## src/rtl/afe_daq_pkg.sv

```systemverilog
// Shared types and constants for the DAQ word packer.
// Lane word tags, serializer state encoding and the buffered pair layout.
package afe_daq_pkg;

    localparam int WORD_W = 10;
    localparam int N_CH   = 256;
    localparam int CH_W   = $clog2(N_CH);

    localparam logic [1:0] TAG_HDR = 2'b11;
    localparam logic [1:0] TAG_HI  = 2'b10;
    localparam logic [1:0] TAG_LO  = 2'b01;

    typedef enum logic [1:0] {
        S_IDLE = 2'd0,
        S_HDR  = 2'd1,
        S_HI   = 2'd2,
        S_LO   = 2'd3
    } ser_state_t;

    typedef struct packed {
        logic        first;
        logic [15:0] a;
        logic [15:0] b;
    } pair_t;

    function automatic logic [WORD_W-1:0] mk_word(
        input logic [1:0] tag,
        input logic [7:0] data
    );
        return {tag, data};
    endfunction

endpackage

```

## src/rtl/sync_fifo_pair.sv

```systemverilog
// Pair FIFO: channel pair plus frame-start flag, same-cycle write and read.
// A write while full is ignored even if a read happens in the same cycle.
module sync_fifo_pair
    import afe_daq_pkg::*;
#(
    parameter int DEPTH = 16
) (
    input  logic  clk,
    input  logic  rst,
    input  logic  wr,
    input  pair_t wdata,
    input  logic  rd,
    output pair_t rdata,
    output logic  full,
    output logic  empty
);

    localparam int AW = $clog2(DEPTH);

    pair_t         mem [DEPTH];
    logic [AW-1:0] wp;
    logic [AW-1:0] rp;
    logic [AW:0]   cnt;
    logic          do_wr;
    logic          do_rd;

    assign full  = cnt[AW];
    assign empty = (cnt == '0);
    assign rdata = mem[rp];
    assign do_wr = wr && !full;
    assign do_rd = rd && !empty;

    always_ff @(posedge clk or posedge rst) begin
        if (rst) begin
            wp  <= '0;
            rp  <= '0;
            cnt <= '0;
        end else begin
            if (do_wr) wp <= wp + 1'b1;
            if (do_rd) rp <= rp + 1'b1;
            cnt <= cnt + (AW+1)'(do_wr) - (AW+1)'(do_rd);
        end
    end

    always_ff @(posedge clk) begin
        if (do_wr) mem[wp] <= wdata;
    end

endmodule

```

## src/rtl/daq_word_packer.sv

```systemverilog
// Pairs channel-ordered samples and serializes frames onto the DAQ lanes.
// Optional DAQ_TEST_PATTERN_EN adds test_mode, substituting {chan, frame}.
module daq_word_packer
    import afe_daq_pkg::*;
#(
    parameter int FIFO_DEPTH = 16,
    parameter int WORD_CYC   = 4
) (
    input  logic              CLK,
    input  logic              RST,
    input  logic              s_valid,
    output logic              s_ready,
    input  logic [15:0]       s_data,
    input  logic [7:0]        s_chan,
`ifdef DAQ_TEST_PATTERN_EN
    input  logic              test_mode,
`endif
    output logic [WORD_W-1:0] out_a,
    output logic [WORD_W-1:0] out_b,
    output logic              out_clk,
    output logic              out_sync,
    output logic              seq_err,
    output logic [7:0]        frame_cnt
);

    localparam int PW = $clog2(WORD_CYC);

    logic            rdy_q;
    logic [CH_W-1:0] exp_ch;
    logic            hunt;
    logic [15:0]     hold_a;
    logic [15:0]     sample;
    logic            wr_pend;
    pair_t           wr_data;
    pair_t           head;
    logic            full;
    logic            empty;
    logic            accept;
    logic            in_seq;
    logic            take;

    ser_state_t      st;
    ser_state_t      st_n;
    logic [PW-1:0]   ph;
    logic [PW-1:0]   ph_n;
    logic            adv;
    logic            load;
    logic            pop;
    logic [15:0]     cur_lo;
    logic [WORD_W-1:0] word_a;
    logic [WORD_W-1:0] word_b;
    logic            sync_n;

`ifdef DAQ_TEST_PATTERN_EN
    assign sample = test_mode ? {s_chan, frame_cnt} : s_data;
`else
    assign sample = s_data;
`endif

    assign s_ready = rdy_q && !full;
    assign accept  = s_valid && s_ready;
    assign in_seq  = !hunt && (s_chan == exp_ch);
    // Channel 0 always restarts a frame, whether resyncing or hunting.
    assign take    = in_seq || (s_chan == '0);

    always_ff @(posedge CLK or posedge RST) begin
        if (RST) begin
            rdy_q   <= 1'b0;
            exp_ch  <= '0;
            hunt    <= 1'b0;
            seq_err <= 1'b0;
            hold_a  <= '0;
            wr_pend <= 1'b0;
            wr_data <= '0;
        end else begin
            rdy_q   <= 1'b1;
            wr_pend <= 1'b0;
            if (accept) begin
                if (!in_seq) seq_err <= 1'b1;
                if (take) begin
                    hunt   <= 1'b0;
                    exp_ch <= s_chan + 8'd1;
                    if (!s_chan[0]) begin
                        hold_a <= sample;
                    end else begin
                        wr_pend <= 1'b1;
                        wr_data <= '{first: (s_chan == 8'd1),
                                     a: hold_a, b: sample};
                    end
                end else begin
                    hunt <= 1'b1;
                end
            end
        end
    end

    sync_fifo_pair #(.DEPTH(FIFO_DEPTH)) u_fifo (
        .clk   (CLK),
        .rst   (RST),
        .wr    (wr_pend),
        .wdata (wr_data),
        .rd    (pop),
        .rdata (head),
        .full  (full),
        .empty (empty)
    );

    assign adv  = (st == S_IDLE) || (ph == PW'(WORD_CYC-1));
    assign load = adv && (st_n != S_IDLE);
    // The pair leaves the FIFO once its high bytes are on the lanes.
    assign pop  = adv && (st == S_HI);
    assign ph_n = adv ? '0 : ph + 1'b1;

    always_ff @(posedge CLK or posedge RST) begin
        if (RST) st <= S_IDLE;
        else     st <= st_n;
    end

    always_comb begin
        st_n = st;
        if (adv) begin
            unique case (st)
                S_HDR:   st_n = S_HI;
                S_HI:    st_n = S_LO;
                S_IDLE,
                S_LO:    st_n = empty ? S_IDLE :
                                (head.first ? S_HDR : S_HI);
                default: st_n = S_IDLE;
            endcase
        end
    end

    always_comb begin
        word_a = out_a;
        word_b = out_b;
        sync_n = out_sync;
        unique case (st_n)
            S_HDR: begin
                word_a = mk_word(TAG_HDR, frame_cnt);
                word_b = mk_word(TAG_HDR, frame_cnt);
                sync_n = 1'b1;
            end
            S_HI: begin
                word_a = mk_word(TAG_HI, head.a[15:8]);
                word_b = mk_word(TAG_HI, head.b[15:8]);
                sync_n = 1'b0;
            end
            S_LO: begin
                word_a = mk_word(TAG_LO, cur_lo[15:8]);
                word_b = mk_word(TAG_LO, cur_lo[7:0]);
                sync_n = 1'b0;
            end
            default: ;
        endcase
    end

    always_ff @(posedge CLK or posedge RST) begin
        if (RST) begin
            ph        <= '0;
            out_clk   <= 1'b0;
            out_a     <= '0;
            out_b     <= '0;
            out_sync  <= 1'b0;
            frame_cnt <= '0;
            cur_lo    <= '0;
        end else begin
            ph      <= ph_n;
            out_clk <= !adv && (ph_n >= PW'(WORD_CYC/2));
            if (load) begin
                out_a    <= word_a;
                out_b    <= word_b;
                out_sync <= sync_n;
            end
            if (load && st_n == S_HI) cur_lo <= {head.a[7:0], head.b[7:0]};
            if (adv && st == S_HDR) frame_cnt <= frame_cnt + 8'd1;
        end
    end

endmodule
```

## config.mk

```make
export PLATFORM = sky130hd
export DESIGN_NAME = daq_word_packer
export DESIGN_NICKNAME = d
export VERILOG_FILES = /design/src/rtl/afe_daq_pkg.sv /design/src/rtl/sync_fifo_pair.sv /design/src/rtl/daq_word_packer.sv
export SDC_FILE = /design/constraint.sdc
export NUM_CORES = 1
export LEC_CHECK = 0
export CAP_MARGIN = 20
export CORE_UTILIZATION = 60
export DETAILED_ROUTE_END_ITERATION = 10
export DONT_BUFFER_PORTS = 1
export GPL_TIMING_DRIVEN = 0
export PLACE_DENSITY = 0.83
export SYNTH_ARGS = -nofsm -noshare
export SYNTH_HDL_FRONTEND = slang
export SYNTH_SLANG_ARGS = --single-unit
```

## constraint.sdc

```tcl
create_clock -name CLK -period 4.1 [get_ports CLK]
set_input_delay 0.205 -clock CLK [delete_from_list [all_inputs] [get_ports CLK]]
set_output_delay 0.205 -clock CLK [all_outputs]
set_load 0.02 [all_outputs]
```

After elaboration in Yosys (flattened, before gate mapping) --
Memories as Yosys holds them, arrays and structs flattened. Cells that the tools add are included.
Storage, ports and cells: register bits 124, latch bits 0, RAM bits 528, bits in read-only memories 0, input port bits 27, output and inout port bits 32, word-level logic and storage cells 84, memories 1
Memories:
- u_fifo.mem | depth 16, bits a word 33, read ports 1, clocked after memory_dff 0, wr ports 1, RTL line sync_fifo_pair.sv:20 | pair_t mem [DEPTH];
Operators by class: $add $sub $neg 7, $mul 0, div/mod/pow operators 0, order comparisons 1, eq/ne operators 9, shift-type cells 0, mux-type cells 14, bitwise operators 2, reduce and logical (&&, ||, !) cells 30
Operator list (count):
- case mux 10 bit (3 select lines) | 2
- adder 8 x 1 -> 8 bit (second input constant) | 2
- == test 2 bit (second input constant) | 5
- logical AND 1 bit | 10
- adder 4 x 1 -> 4 bit (second input constant) | 2
- == test 8 x 1 -> 1 bit (second input constant) | 1
- == test 8 bit | 1
- logical NOT 8 bit | 1
- two-way mux 2 bit | 4
- AND reduction 2 bit | 4
- two-way mux 1 bit | 6
- case mux 2 bit (3 select lines) | 1
- AND reduction 3 bit | 2
- adder 5 x 1 -> 5 bit | 1
- logical NOT 5 bit | 1
- subtractor 5 x 1 -> 5 bit | 1
- == test 2 x 1 -> 1 bit (second input constant) | 2
- logical NOT 1 bit | 4
- nonzero test 2 bit | 2
- OR reduction 2 bit | 2
- nonzero test 3 bit | 1
- adder 2 x 1 -> 2 bit (second input constant) | 1
- >= comparator 2 bit (second input constant) | 1
- logical NOT 2 bit | 1
- other kinds (3) | 5

Depth between registers and ports, before layout --
Gate-level depths: netlist of run 1. An unclocked memory read counts as a cell.
word-level depth 9, mapped depth 16, depth with buffers taken out 15

Modules after synthesis --
A second synthesis of run 1 with hierarchy kept.
Second synthesis, totals: cell total of the unflattened synthesis 1252, area, all modules 25499.5 µm²
By module, submodules not included:
- sync_fifo_pair | instances 1, cells each 890, area each 20547.2 µm², sequential area each 16180.5 µm²
- daq_word_packer | instances 1, cells each 362, area each 4952.2 µm², sequential area each 2727.6 µm²

Worst setup path after synthesis of run 1 --
No wires, ideal clock.
kind register -> register, start register, netlist name out_clk, end register u_fifo.cnt[4], library setup time 0.125 ns, arrival time 2.624 ns, required time 3.975 ns, slack 1.351 ns, stages on the path, launching flop included 16, buffers on the path 1, period minus slack after synthesis 2.749 ns, cell sequence dfrtp_1 -> ha_1 -> or2_2 -> clkbuf_1 -> nand2_1 -> nor2_1 -> ha_1 -> inv_1 -> ha_1 -> inv_1 -> fa_1 -> inv_1 -> a21oi_1 -> nor2_1 -> nor2_1 -> xnor2_1
RTL lines:
- to (signal assigned) | RTL line sync_fifo_pair.sv:41 | cnt <= cnt + (AW+1)'(do_wr) - (AW+1)'(do_rd);
- to (decl) | RTL line sync_fifo_pair.sv:23 | logic [AW:0] cnt;

Final worst setup path of run 1 --
start register u_fifo.cnt[3], end register u_fifo.cnt[4]
Between the ends: longest elaborated chain between the ends 4, elaborated cells between the ends (all ways) 5, classes of those cells add/sub (2); reduce/logical (3)
RTL lines:
- logical NOT 5 bit | RTL line sync_fifo_pair.sv:28 | assign empty = (cnt == '0);
- logical NOT 1 bit | RTL line sync_fifo_pair.sv:31 | assign do_rd = rd && !empty;
- logical AND 1 bit | RTL line sync_fifo_pair.sv:31
- via u_fifo.do_rd | RTL line sync_fifo_pair.sv:25 | logic do_rd;
- subtractor 5 x 1 -> 5 bit | RTL line sync_fifo_pair.sv:41
The timed path passes the listed nets, and every way through them passes these cells. A chain may end at the register's enable or synchronous reset.

==> summary.md, run 1 <==
| Metric | Value |
|---|---|
| Outcome | finished, final reports clean |
| Clk sinks | 649 |
| Antenna Nets Post-Route | 0 |
| Max VDD drop | 0.344 mV |
| CTS max path bufs | 3 |
| Tot Pwr | 18.3 mW |
| DP Wirelength | 37400 um |
| Post-synth top area share | 62.0% |
| Antenna violations before repair | 2 |
| Cell Int Power | 12.7 mW |
| Sequential fraction of the synthesis area | 73.8% |
| Crit Path Max Fanout | 5 |
| Sw frac | 30.6% |
| Cells after synthesis | 1244 |
| Hold WC Path Type | in -> reg |
| Setup TNS | 0 ns |
| Power share of the clock group | 32.7% |
| Hold_ws | 0.00906 ns |
| Number of library cell types mapped by synthesis | 62 |
| CP endpoint kind | flip-flop |
| Root Driver | clkbuf_16 |
| First-pass GRT wire length | 95600 um |
| Seq pwr share | 42.6% |
| Synth Area per Inst | 20.6 um2 |
| H-tree depth | 2 |
| CTS tree | done |
| Slew Limit Fails | 0 |
| DP Area | 26700 um2 |
| Initial DRC Count | 1875 |
| Final setup fails | 0 |
| Vias | 13.7k |
| Pwr/cell area | 626 nW/um2 |
| Starting density of the core | 60.8% |
| Vias in the first global route | 14.2k |
| Maximum Capacitance Violations | 0 |
| Cell mode on critical path | inv_1 |
| Unrepaired setup endpoints after global routing | false |
| DRC | 0 |
| Grt ovf | 0 |
| Worst Max-Slew Pin Slew | 1.14 ns |
| Post-place setup slack | 0.646 ns |
| Final Hold Viols | 0 |
| Clock transition at path regs | 0.07 ns |
| Top cells by count, synth | edfxtp_1, mux4_2, dfrtp_1 |
| Count leader, synth | edfxtp_1 |
| DR WL/cell | 34.2 um |
| Crit path max-delay cell type | nor4b_2 |
| FMAX | 275 MHz |
| Switching pwr | 5.58 mW |
| Worst EP arrival | 4.15 ns |
| CTS Buf Count | 61 |
| Ys async rst share | 18.6% |
| Final #Nets | 1407 |
| Slew headroom | 23.8% |
| Static Leakage | 10.3 nW |
| Drt pass-1 iters | 5 |
| Diodes inserted | 0 |
| Die area | 43500 um2 |
| DRT Wirelength | 66700 um |
| Top_reg_cell synth | edfxtp_1 |
| Port bufs | 0 |
| Combinational Power Share | 24.8% |
| CTS resizes | 0 |
| Worst setup SP type | flip-flop |
| Largest net degree at the start of global routing | 72 |
| Die Y | 208 um |
| Worst EP required | 4.62 ns |
| Cell row count | 75 |
| EDFF count, synth | 528 |
| Synth Warn # | 0 |
| Post-synthesis cell area | 25600 um2 |
| Gpl congestion | 0.893 |
| Mapped Nets | 1292 |
| # IOs | 59 |
| Vias/cell | 7.02 |
| Worst path max stage delay | 0.91 ns |
| Leading area contributor after synthesis | edfxtp_1 |
| Die W | 208 um |
| Area growth, synth to finish | 13.9% |
| Final Instance Area | 29100 um2 |
| Yosys reg bits | 649 |
| Setup Skew | 0.0311 ns |
| Crit path cell chain | inv_1, ha_1, nor4b_2, nor2_1, ha_1, inv_1, ha_1, inv_1, fa_1, inv_1, a21oi_1, nor2_1, nor2_1, xnor2_1 |
| CP Class | reg -> reg |
| PnR worst setup slack | 0.468 ns |
| Largest cells by area after synthesis | edfxtp_1, mux4_2, dfrtp_1, mux2_2, ha_1 |
| CORE AREA | 42000 um2 |
| Share of cells above drive strength 1 | 28.4% |
| GRT Total Usage | 31.5% |
| Tmin final | 3.63 ns |
| Clock latency on the worst-skew pair | 0.64 ns |
| Final Cycle Share | 88.6% |
==> layout by cell type, fill, tap and decap left out, drive strengths merged, types with 8 or more instances in the layout <==
cell type and n:
a21oi 8, inv 23, xor2 9, buf 54, ha 20, dfrtp 121, nor2b 10, o21ai 25
and2 21, clkinv 28, xnor2 22, nand3 28, nand2 21, a21o 8, mux2i 14, mux4 155
nor2 33, edfxtp 528, dlygate4sd3 32, clkbuf 91, mux2 64, a31oi 21, bufinv 10
==> power by group through the flow <==
stage,registers (mW),clock network [mW],logic [mW]
4_1_cts,7.76,5.96,4.43
2_1_floorplan,7.77,0,3.09
3_5_place_dp,7.89,0,4.29
5_1_grt,7.79,6.22,4.77
3_3_place_gp,7.88,0,4.14
6_report,7.77,5.96,4.52
==> metrics by stage <==
stage	instances	utilization, %
6_report	1949	69.3
5_1_grt	1949	69.3
4_1_cts	1947	69.3
3_5_place_dp	1801	63.5
3_3_place_gp	1783	62.4
2_1_floorplan	1244	-
==> path summary, 6_finish.rpt <==
path	start	to	slack [ns]	cells after the start
worst max-delay path	u_fifo.cnt[3]	u_fifo.cnt[4]	0.47	14
worst min-delay path	s_chan[0]	seq_err	0.009	4
worst max register to register	u_fifo.cnt[3]	u_fifo.cnt[4]	0.47	14
worst min register to register	ph[0]	ph[0]	0.43	1
max in group asynchronous	RST	cur_lo[2]	3.20	3
min in group asynchronous	RST	wr_data[4]	0.11	2
==> kinds of logic (layout without fill, tap and decap cells) <==
| logic type | Yosys count | after routing | synth area share [%] |
|---|---|---|---|
| flip-flops | 649 | 649 | 73.8 |
| multiplexers | 233 | 233 | 17.1 |
| AND/OR/NAND/NOR | 138 | 138 | 2.76 |
| AO/OA/AOI/OAI | 92 | 92 | 2.61 |
| buffers and inverters | 79 | 245 | 1.58 |
| XOR/XNOR | 31 | 31 | 1.06 |
| adder cells (fa/ha/maj) | 21 | 21 | 1.06 |
| other | 1 | 1 | 0.0147 |
==> layout make-up <==
type,instances,area [um2]
multi-input combinational,516,6320
fill,2351,12900
tap,539,674
inverter,21,83.8
timing repair buffer,52,747
buffer,58,324
sequential,649,18900
clock buffer,67,1590
clock inverter,47,520
==> what timing repair did <==
| item | 4_1_cts | 5_1_grt |
|---|---|---|
| setup buffers | 0 | 0 |
| endpoints found under the setup margin | 0 | 0 |
| hold endpoints to repair | 163 | 0 |
| hold buffers | 32 | 0 |
==> state kept, by name, indices dropped and copies added (netlist names), 5 cells and up <==
signal,count
exp_ch,8
frame_cnt,8
wr_data,33
out_a,10
u_fifo.mem,528
u_fifo.cnt,5
hold_a,16
cur_lo,16
out_b,8
==> metal layers <==
metal / part of all wire, % / GRT usage (%) / wire length [um]
met1: 34 / 39.9 / 22900
met2: 49 / 50.3 / 32500
met3: 12 / 9.66 / 8320
met4: 4.5 / 14.6 / 3020
met5: 0.040 / 0 / 27
==> worst max-delay path: cells and delay by family (launching register included) <==
kind                       cells  cell delay (ns)
AOI/OAI and AO/OA              1             0.06
DFF                            1             0.39
and+or+nand+nor                4             1.53
xor gates and xnor gates       1             0.11
buffers and inverters          4             0.28
adders and majority gates      4             1.14
No activity file was read; power rests on OpenSTA's default activity.
==> run 2, diff against run 1 <==
Clock period 4.1 ns to 3.5 ns, I/O delays scaled along.
==> run 2 against run 1 <==
Net effect:
- clock-buffer cell count unchanged
- critical path type unchanged
- critical path depth down 8
- die area unchanged
- global-route usage about the same
- non-clock buffer count is the same
- wire length is essentially flat
- clock skew shrank 0.00050 ns
- via count rose by 0.39%
- worst setup slack lost 0.41 ns
- critical endpoint is now cur_lo[15]
- first-iteration DRC count rose by 9.2%
- maximum frequency up 5.7%
==> summary.md, run 2 (same netlist as run 1, synthesis figures left out) <==
| Metric | Value |
|---|---|
| Outcome | finished, final reports clean |
| Slew Limit Fails | 0 (unchanged) |
| Clock latency on the worst-skew pair | 0.64 ns (about the same) |
| Tmin final | 3.44 ns (-0.195 ns) |
| Root Driver | clkbuf_16 |
| DRC | 0 (unchanged) |
| End of the worst hold path | exp_ch[5] |
| Port bufs | 0 (unchanged) |
| Most common cell after layout, fill and taps aside | edfxtp_1 |
| Slew headroom | 24.5% (+0.66 points) |
| Worst Max-Slew Pin Slew | 1.13 ns (-0.00694 ns) |
| Final Cycle Share | 98.2% (+9.6 points) |
| Vias in the first global route | 14.2k (-0.028%) |
| Largest net degree at the start of global routing | 72 (unchanged) |
| GRT Total Usage | 31.5% (about the same) |
| Static Leakage | 10.3 nW (about the same) |
| Pwr/cell area | 734 nW/um2 (+17%) |
| # IOs | 59 (unchanged) |
| CTS max path bufs | 3 (unchanged) |
| Die area | 43500 um2 (unchanged) |
| DRT Wirelength | 66700 um (about the same) |
| Initial DRC Count | 2048 (+9.2%) |
| Antenna Nets Post-Route | 0 (unchanged) |
| Cell row count | 75 (unchanged) |
| Vias | 13.7k (+0.39%) |
| Starting density of the core | 60.8% (unchanged) |
| Diodes inserted | 0 (unchanged) |
| Grt ovf | 0 (unchanged) |
| H-tree depth | 2 (unchanged) |
| Hold Path Origin | s_valid |
| R2R cell count | 6 (-8) |
| Maximum Capacitance Violations | 0 (unchanged) |
| Max VDD drop | 0.407 mV (+18%) |
| Worst EP required | 3.99 ns (-0.63 ns) |
| Worst path max stage delay | 0.90 ns (about the same) |
| Worst reg2reg path endpoint | cur_lo[15] |
| Vias/cell | 7.05 (+0.39%) |
| FMAX | 291 MHz (+5.7%) |
| Post-CTS setup buffer count | 0 (unchanged) |
| Reg-to-Reg Start | u_fifo.rp[1] |
| Clock transition at path regs | 0.06 ns (about the same) |
| Top delay family on crit path | buffers and inverters |
| Hold WC Path Type | in -> reg |
| Hold_ws | 0.0622 ns (+0.0531 ns) |
| Worst setup SP type | flip-flop |
| Final #Nets | 1407 (unchanged) |
| Area growth, synth to finish | 14.0% (about the same) |
| Largest Register | u_fifo.mem |
| Clk sinks | 649 (unchanged) |
| CORE AREA | 42000 um2 (unchanged) |
| Setup Skew | 0.0306 ns (-0.000501 ns) |
| Die Y | 208 um (unchanged) |
| Unrepaired setup endpoints after global routing | false |
| Layout Cells excl Fill | 1949 (unchanged) |
| Final Hold Viols | 0 (unchanged) |
| Crit Path Max Fanout | 10 (+5) |
| CTS Buf Count | 61 (unchanged) |
| Final setup fails | 0 (unchanged) |
| Max reg flops | 528 (unchanged) |
| DP Wirelength | 37400 um (unchanged) |
| Crit path max-delay cell type | clkbuf_1 |
| Top flop regs | u_fifo.mem x528, wr_data x33 |
| Most frequent cells in the layout | edfxtp_1, mux4_2, dfrtp_1 |
| Worst EP arrival | 3.93 ns (-0.22 ns) |
| Die W | 208 um (unchanged) |
| Flop2flop setup slack | 0.06 ns (-0.41 ns) |
| DR WL/cell | 34.2 um (about the same) |
| Drt pass-1 iters | 6 (+1) |
| Share of cells above drive strength 1 | 28.4% (+0.071 points) |
| Gpl congestion | 0.893 (unchanged) |
| Inst Count DP | 1801 (unchanged) |
| CP endpoint kind | flip-flop |
| CP Class | reg -> reg |
| CTS tree | done |
| Buf+Inv Stages, Crit Path | 3 (-1) |
| Crit path cell chain | buf_2, buf_1, clkbuf_1, mux4_2, a222oi_1, mux2i_1 |
| Tot Pwr | 21.4 mW (+17%) |
| Antenna violations before repair | 2 (unchanged) |
| Hold path cells | 3 (-1) |
| First-pass GRT wire length | 95500 um (about the same) |
run 2: worst max path at each step:
stage | depth (start not counted) | to | slack [ns] | startpoint
after floorplan | 1 | cur_lo[0] | 0.11 | RST
after global placement | 1 | cur_lo[2] | -1.46 | RST
after detailed placement | 16 | u_fifo.cnt[4] | 0.05 | st[1]
after CTS | 16 | u_fifo.cnt[4] | 0.02 | st[1]
after global routing | 6 | cur_lo[15] | 0.01 | u_fifo.rp[1]
final | 6 | cur_lo[15] | 0.06 | u_fifo.rp[1]
run 2: through the flow:
step                      worst slack [ns]  setup TNS [ns]  utilization, %  cell area, um2
after global placement               -1.46         -175.23            62.4           26300
after detailed placement            0.0459               0            63.5           26700
after global routing                0.0119               0            69.4           29200
final                               0.0626               0            69.4           29200
after CTS                           0.0240               0            69.3           29100
after floorplan                      0.111               0               -           25600
run 2: worst reg2reg max path, delay by kind of cell (launching register included):
| family | cells | cell delay (ns) |
|---|---|---|
| mux | 2 | 0.54 |
| flops | 1 | 0.45 |
| buf+inv | 3 | 1.98 |
| compound gates | 1 | 0.33 |
run 2: what timing repair did:
item | 4_1_cts | 5_1_grt
endpoints found under the setup margin | 0 | 2
hold endpoints to repair | 163 | 0
resized for setup | 0 | 3
hold buffers | 32 | 0
run 2: layout make-up:
type / count / area [um2]
clock buffer: 67 / 1590
inverter: 21 / 83.8
tap: 539 / 674
sequential: 649 / 18900
buffer: 58 / 324
timing repair buffer: 52 / 747
clock inverter: 47 / 520
multi-input combinational: 516 / 6340
fill: 2345 / 12900
run 2: metal layers:
metal | vias up | global-route usage (%) | wire length [um]
li1 | 5271 | - | -
met1 | 7107 | 39.9 | 23000
met2 | 1156 | 50.3 | 32600
met3 | 193 | 9.66 | 8200
met4 | 4 | 14.6 | 2940
met5 | - | 0 | 27
run 2: where the power goes:
part	leakage (nW)	total, mW	internal [mW]	switching (mW)
Clock	1.02	6.98	4.03	2.95
Combinational	2.66	5.31	2.24	3.08
Sequential	6.58	9.11	8.59	0.526
